==> config.mk <==
export PLATFORM = sky130hd
export DESIGN_NAME = uart_tx_queue
export DESIGN_NICKNAME = d
export VERILOG_FILES = /design/src/rtl/uart_tx_queue.sv
export SDC_FILE = /design/constraint.sdc
export NUM_CORES = 1
export LEC_CHECK = 0
export ABC_AREA = 1
export CAP_MARGIN = 10
export CORE_UTILIZATION = 68
export DETAILED_ROUTE_END_ITERATION = 10
export DONT_BUFFER_PORTS = 1
export GPL_TIMING_DRIVEN = 0
export PLACE_DENSITY_LB_ADDON = 0.3
export REMOVE_ABC_BUFFERS = 1
export SLEW_MARGIN = 10
export SYNTH_ARGS = -nofsm -noshare
export SYNTH_HDL_FRONTEND = slang
export SYNTH_SLANG_ARGS = --single-unit
==> constraint.sdc <==
create_clock -name clk -period 5.87 [get_ports clk]
set_clock_uncertainty 0.05 [all_clocks]
set_input_delay 0.8805 -clock clk [delete_from_list [all_inputs] [get_ports clk]]
set_output_delay 0.8805 -clock clk [all_outputs]
set_load 0.05 [all_outputs]
==> src/rtl/uart_tx_queue.sv <==
// Byte FIFO plus send sequencer feeding a reset-less UART transmitter.
// One byte is in flight at a time; the next is released on tx_done or after a timeout.
module uart_tx_queue #(
  parameter int DEPTH         = 16,
  parameter int TICKS_PER_BIT = 104,
  parameter int TIMEOUT       = 2048
) (
  input  logic                     clk,
  input  logic                     rst,
  input  logic [7:0]               wr_data,
  input  logic                     wr_valid,
  output logic                     wr_ready,
  input  logic                     flush,
  output logic [7:0]               tx_data,
  output logic                     tx_send,
  input  logic                     tx_done,
  output logic [$clog2(DEPTH):0]   count,
  output logic                     empty,
  output logic                     busy,
  output logic                     timeout,
  output logic [1:0]               dbg_state
);

  localparam int AW          = $clog2(DEPTH);
  localparam int INIT_CYCLES = 11 * TICKS_PER_BIT;
  localparam int INIT_W      = (INIT_CYCLES > 2) ? $clog2(INIT_CYCLES) : 1;
  localparam int WAIT_W      = (TIMEOUT > 2) ? $clog2(TIMEOUT) : 1;

  // Write port: a transfer happens on wr_valid && wr_ready. wr_ready may be high
  // while full only in the cycle the head is popped, so push and pop pair up.
  typedef enum logic [1:0] {
    ST_INIT = 2'd0,
    ST_IDLE = 2'd1,
    ST_SEND = 2'd2,
    ST_WAIT = 2'd3
  } state_t;

  state_t              state_q, state_d;
  logic [INIT_W-1:0]   init_cnt_q, init_cnt_d;
  logic [WAIT_W-1:0]   wait_cnt_q, wait_cnt_d;
  logic [7:0]          tx_data_q, tx_data_d;
  logic                timeout_q, timeout_d;
  logic                ready_en_q;
  logic [AW-1:0]       wr_ptr_q, wr_ptr_d;
  logic [AW-1:0]       rd_ptr_q, rd_ptr_d;
  logic [AW:0]         count_q, count_d;
  logic [7:0]          mem_q [DEPTH];

  logic                full;
  logic                is_empty;
  logic                pop;
  logic                push;
  logic                set_timeout;

  assign full     = (count_q == (AW+1)'(DEPTH));
  assign is_empty = (count_q == '0);
  assign pop      = (state_q == ST_IDLE) && !is_empty && !flush;
  assign wr_ready = ready_en_q && (!full || pop);
  assign push     = wr_valid && wr_ready && !flush;

  always_comb begin
    state_d     = state_q;
    init_cnt_d  = init_cnt_q;
    wait_cnt_d  = wait_cnt_q;
    tx_data_d   = tx_data_q;
    set_timeout = 1'b0;
    case (state_q)
      ST_INIT: begin
        // Let any frame started before reset run out; tx_done is meaningless here.
        if (init_cnt_q == INIT_W'(INIT_CYCLES - 1)) begin
          state_d = ST_IDLE;
        end else begin
          init_cnt_d = init_cnt_q + 1'b1;
        end
      end
      ST_IDLE: begin
        if (pop) begin
          tx_data_d = mem_q[rd_ptr_q];
          state_d   = ST_SEND;
        end
      end
      ST_SEND: begin
        wait_cnt_d = '0;
        state_d    = ST_WAIT;
      end
      ST_WAIT: begin
        if (tx_done) begin
          state_d = ST_IDLE;
        end else if (wait_cnt_q == WAIT_W'(TIMEOUT - 1)) begin
          set_timeout = 1'b1;
          state_d     = ST_IDLE;
        end else begin
          wait_cnt_d = wait_cnt_q + 1'b1;
        end
      end
      default: state_d = ST_INIT;
    endcase
  end

  always_comb begin
    wr_ptr_d  = wr_ptr_q;
    rd_ptr_d  = rd_ptr_q;
    count_d   = count_q;
    timeout_d = timeout_q;
    if (set_timeout) timeout_d = 1'b1;
    if (flush) begin
      wr_ptr_d  = '0;
      rd_ptr_d  = '0;
      count_d   = '0;
      timeout_d = 1'b0;
    end else begin
      if (push) wr_ptr_d = wr_ptr_q + 1'b1;
      if (pop)  rd_ptr_d = rd_ptr_q + 1'b1;
      if (push && !pop) begin
        count_d = count_q + 1'b1;
      end else if (pop && !push) begin
        count_d = count_q - 1'b1;
      end
    end
  end

  always_ff @(posedge clk or posedge rst) begin
    if (rst) begin
      state_q    <= ST_INIT;
      init_cnt_q <= '0;
      wait_cnt_q <= '0;
      tx_data_q  <= 8'h00;
      timeout_q  <= 1'b0;
      ready_en_q <= 1'b0;
      wr_ptr_q   <= '0;
      rd_ptr_q   <= '0;
      count_q    <= '0;
    end else begin
      state_q    <= state_d;
      init_cnt_q <= init_cnt_d;
      wait_cnt_q <= wait_cnt_d;
      tx_data_q  <= tx_data_d;
      timeout_q  <= timeout_d;
      ready_en_q <= 1'b1;
      wr_ptr_q   <= wr_ptr_d;
      rd_ptr_q   <= rd_ptr_d;
      count_q    <= count_d;
    end
  end

  // Storage needs no reset: only entries covered by count are ever read.
  always_ff @(posedge clk) begin
    if (push) mem_q[wr_ptr_q] <= wr_data;
  end

  assign tx_data   = tx_data_q;
  assign tx_send   = (state_q == ST_SEND);
  assign count     = count_q;
  assign empty     = is_empty;
  assign busy      = (state_q != ST_IDLE);
  assign timeout   = timeout_q;
  assign dbg_state = state_q;

endmodule

==> results by group <==
CTS
  • Number of setup buffers added after CTS: 0
  • Hold buffer count at cts: 0
  • Later-pin clock latency in the skew report: 430 ps
  • Number of H-tree levels: 4
  • CTS tree: yes
  • CTS sink cnt: 175
  • Num CTS Buffers: 17
  • Largest buffer count on any clock path: 2
  • CTS root buf: sky130_fd_sc_hd__clkbuf_16
  • Count of cells resized by post-cts repair: 0
  • Clock-pin slew reported for the worst setup and hold paths after clock tree synthesis: 60 ps

Synthesis
  • Distinct cell type count after synthesis: 37
  • Synthesized netlist cell count: 720
  • Average cell area after synthesis: 10.8 µm²
  • Number of synthesis warnings: 0
  • Synthesized area: 7800 µm²
  • Sequential area share after synthesis: 64.3%
  • Register bit count reported by yosys: 175

Power and ir drop
  • Internal Pwr Total: 1.93 mW
  • P per Cell Area: 289 nW/µm²
  • Leakage Power: 3.12 nW
  • Power share of the sequential group: 55.5%
  • NetSw: 505 µW
  • Sw Ratio: 20.7%
  • VDD IR-drop max: 0.379 mV
  • Share of total power in the clock network: 41.8%
  • Part of the total power dissipated in combinational logic: 2.7%

Job
  • Number of maximum-capacitance violations: 0

Detailed routing
  • Violation count after the first detailed-routing iteration: 583
  • Post-route ant nets: 0
  • Via count normalized by instance count: 6.15
  • Aggregate routed wire length: 16,000 µm
  • Detailed-route wire length per cell: 18.5 µm
  • Pre-antenna DRT Iters: 5
  • Number of DRC violations after detailed routing: 0
  • Vias post-DR: 5,330

Die
  • Ports: 33
  • Core area: 11,000 µm²
  • Num rows: 38
  • Die outline width: 109 µm
  • Starting density of the core: 70.8%
  • Die boundary height: 109 µm
  • Die area: 11,900 µm²

Cells and area
  • FILL cells: 669
  • Area occupied by multi-input gates: 2440 µm²
  • Post-layout nets: 744
  • Antenna fix cells: 0
  • Relative area change from synthesis to final layout: 7.94%
  • Util after Layout: 76.4%
  • Fraction of final layout cells with drive strength greater than 1: 7.57%
  • Footprint of the flip-flops and latches: 5020 µm²

Timing
  • Final max-slew violation count: 0
  • Accumulated negative setup slack: 0 ps
  • Timing-limited maximum frequency: 288 MHz
  • Unrepaired setup endpoints after global routing: no
  • Tightest Pin Transition: 1040 ps
  • Period minus WS final: 3480 ps
  • Worst relative slew slack: 30.5%
  • Number of failing hold endpoints at the final stage: 0
  • Setup violators final: 0
  • Crit share post-route: 59.2%

Global route
  • Overall Global Routing Usage: 29.6%
  • GRT Residual Overflow: 0
  • First-pass GRT wire length: 25,500 µm
  • Pin count of the biggest net entering global routing: 67
  • Number of global-route vias before repair: 5,248
  • Number of antenna violations at the first check in global routing: 0

Outcome
  • Status: complete, no violations

Setup path
  • Category of the worst setup path launch point: register
  • Largest driver fanout on the critical path: 5
  • Type of the worst setup path: reg -> out
  • Worst endpoint data arrival time: 2550 ps
  • Worst EP required: 4940 ps
  • Endpoint type of the worst setup path: output pin

Placed design
  • Final Wtd Congestion: 0.915
  • Number of buffer cells added on primary ports: 0
  • Detailed placer's ending HPWL: 9960 µm

Hold path
  • Hold Path Class: in -> async
## layer usage
layer	part of all wire, %	global-route usage, %
met4	3.6	17.7
met3	7.0	7.29
met1	40	36.9
met2	49	47.2
met5	0	0
## registers in the layout, indices dropped and copies added (netlist names)
name / count
mem_q: 128
init_cnt_q: 11
wait_cnt_q: 11
tx_data: 8
count: 5
rd_ptr_q: 4
wr_ptr_q: 4
dbg_state: 2
ready_en_q: 1
timeout: 1
## power groups by stage
stage	Clock (mW)	Sequential [mW]	Combinational [mW]
floorplan	0	1.38	0.0517
global placement	0	1.38	0.0613
detailed placement	0	1.38	0.0661
CTS	1.02	1.35	0.0666
global route	1.07	1.35	0.0749
finish	1.02	1.35	0.0659
## synthesized netlist by cell type
| cell | number | area [µm²] |
|---|---|---|
| sky130_fd_sc_hd__nand2_2 | 8 | 50.1 |
| sky130_fd_sc_hd__buf_2 | 10 | 50.1 |
| sky130_fd_sc_hd__nor3_2 | 1 | 10.0 |
| sky130_fd_sc_hd__o211ai_2 | 1 | 12.5 |
| sky130_fd_sc_hd__clkbuf_1 | 11 | 41.3 |
| sky130_fd_sc_hd__a21oi_4 | 1 | 16.3 |
| sky130_fd_sc_hd__o21ai_1 | 15 | 75.1 |
| sky130_fd_sc_hd__inv_1 | 41 | 154 |
| sky130_fd_sc_hd__nor4_1 | 3 | 18.8 |
| sky130_fd_sc_hd__buf_6 | 4 | 45.0 |
| sky130_fd_sc_hd__edfxtp_1 | 128 | 3840 |
| sky130_fd_sc_hd__nand3_2 | 1 | 10.0 |
| sky130_fd_sc_hd__a22o_1 | 1 | 8.76 |
| sky130_fd_sc_hd__xor2_1 | 16 | 140 |
| sky130_fd_sc_hd__nor3_4 | 1 | 16.3 |
| sky130_fd_sc_hd__nand4_4 | 1 | 21.3 |
| sky130_fd_sc_hd__fa_1 | 1 | 20.0 |
| sky130_fd_sc_hd__o211ai_1 | 32 | 240 |
| sky130_fd_sc_hd__clkinv_1 | 1 | 3.75 |
| sky130_fd_sc_hd__nand2_1 | 98 | 368 |
| sky130_fd_sc_hd__nor2_2 | 1 | 6.26 |
| sky130_fd_sc_hd__buf_4 | 3 | 22.5 |
| sky130_fd_sc_hd__nand2_4 | 1 | 11.3 |
| sky130_fd_sc_hd__o31ai_1 | 3 | 22.5 |
| sky130_fd_sc_hd__inv_2 | 7 | 26.3 |
| sky130_fd_sc_hd__ha_1 | 16 | 200 |
| sky130_fd_sc_hd__o21a_1 | 3 | 22.5 |
| sky130_fd_sc_hd__dfrtp_1 | 47 | 1180 |
| sky130_fd_sc_hd__nand3_1 | 30 | 150 |
| sky130_fd_sc_hd__a21oi_1 | 5 | 25.0 |
| sky130_fd_sc_hd__conb_1 | 1 | 3.75 |
| sky130_fd_sc_hd__o21ai_0 | 79 | 395 |
| sky130_fd_sc_hd__xnor2_1 | 1 | 8.76 |
| sky130_fd_sc_hd__nor2_1 | 132 | 495 |
| sky130_fd_sc_hd__nor2_4 | 1 | 11.3 |
| sky130_fd_sc_hd__nor3_1 | 9 | 45.0 |
| sky130_fd_sc_hd__nand4_1 | 6 | 37.5 |
## layout by cell type, fill, tap and decap left out, types with 5 or more instances in the layout
master / count
sky130_fd_sc_hd__nor2_1: 132
sky130_fd_sc_hd__edfxtp_1: 128
sky130_fd_sc_hd__nand2_1: 98
sky130_fd_sc_hd__o21ai_0: 79
sky130_fd_sc_hd__dfrtp_1: 45
sky130_fd_sc_hd__inv_1: 40
sky130_fd_sc_hd__o211ai_1: 32
sky130_fd_sc_hd__nand3_1: 30
sky130_fd_sc_hd__clkbuf_16: 17
sky130_fd_sc_hd__xor2_1: 16
sky130_fd_sc_hd__ha_1: 16
sky130_fd_sc_hd__o21ai_1: 15
sky130_fd_sc_hd__nor3_1: 9
sky130_fd_sc_hd__inv_2: 8
sky130_fd_sc_hd__nand2_2: 8
sky130_fd_sc_hd__nand4_1: 6
sky130_fd_sc_hd__a21oi_1: 5
sky130_fd_sc_hd__clkinv_1: 5
## area by class of cell
cell class / instances / share of cell area [%]
sequential: 175 / 59.6
multi-input combinational: 468 / 29.0
clock buffer: 20 / 5.18
inverter: 49 / 2.18
tap: 140 / 2.08
clock inverter: 12 / 1.14
timing repair buffer: 3 / 0.802
## worst max-delay path, cell delays in order, from the launching register on
cell	delay, ps
sky130_fd_sc_hd__dfrtp_1	600
sky130_fd_sc_hd__inv_1	220
sky130_fd_sc_hd__ha_1	340
sky130_fd_sc_hd__inv_2	200
sky130_fd_sc_hd__o211ai_2	290
sky130_fd_sc_hd__nand2_2	110
sky130_fd_sc_hd__inv_1	350
## stage by stage
| step | instance area [µm²] | hold WS (ps) | worst slack [ps] | power, mW | instances |
|---|---|---|---|---|---|
| finish | 8420 | 230 | 2390 | 2.44 | 867 |
| global route | 8420 | 248 | 2300 | 2.50 | 867 |
| CTS | 8420 | 230 | 2370 | 2.44 | 867 |
| detailed placement | 7890 | 424 | 2610 | 1.44 | 835 |
| global placement | 7820 | 414 | 1870 | 1.44 | 832 |
| floorplan | 7650 | 399 | 3080 | 1.43 | 692 |
## final timing paths
| check | slack, ps | start | depth (start not counted) | to |
|---|---|---|---|---|
| max reg2reg | 2580 | dbg_state[1] | 8 | mem_q[12][7] |
| min in group clk | 450 | init_cnt_q[10] | 2 | init_cnt_q[10] |
| max in group asynchronous | 5050 | rst | 2 | rd_ptr_q[0] |
| min | 230 | rst | 1 | dbg_state[0] |
| min reg2reg | 450 | init_cnt_q[10] | 2 | init_cnt_q[10] |
| max | 2390 | dbg_state[1] | 6 | wr_ready |
## kinds of logic after synthesis
kind of cell | synth area share (%)
other | 0.0480
adder cells (fa/ha/maj) | 2.82
AO/OA/AOI/OAI | 10.5
AND/OR/NAND/NOR | 16.0
buffers and inverters | 4.39
flip-flops | 64.3
XOR/XNOR | 1.91
Note: power is estimated with default switching activity, not from simulation.
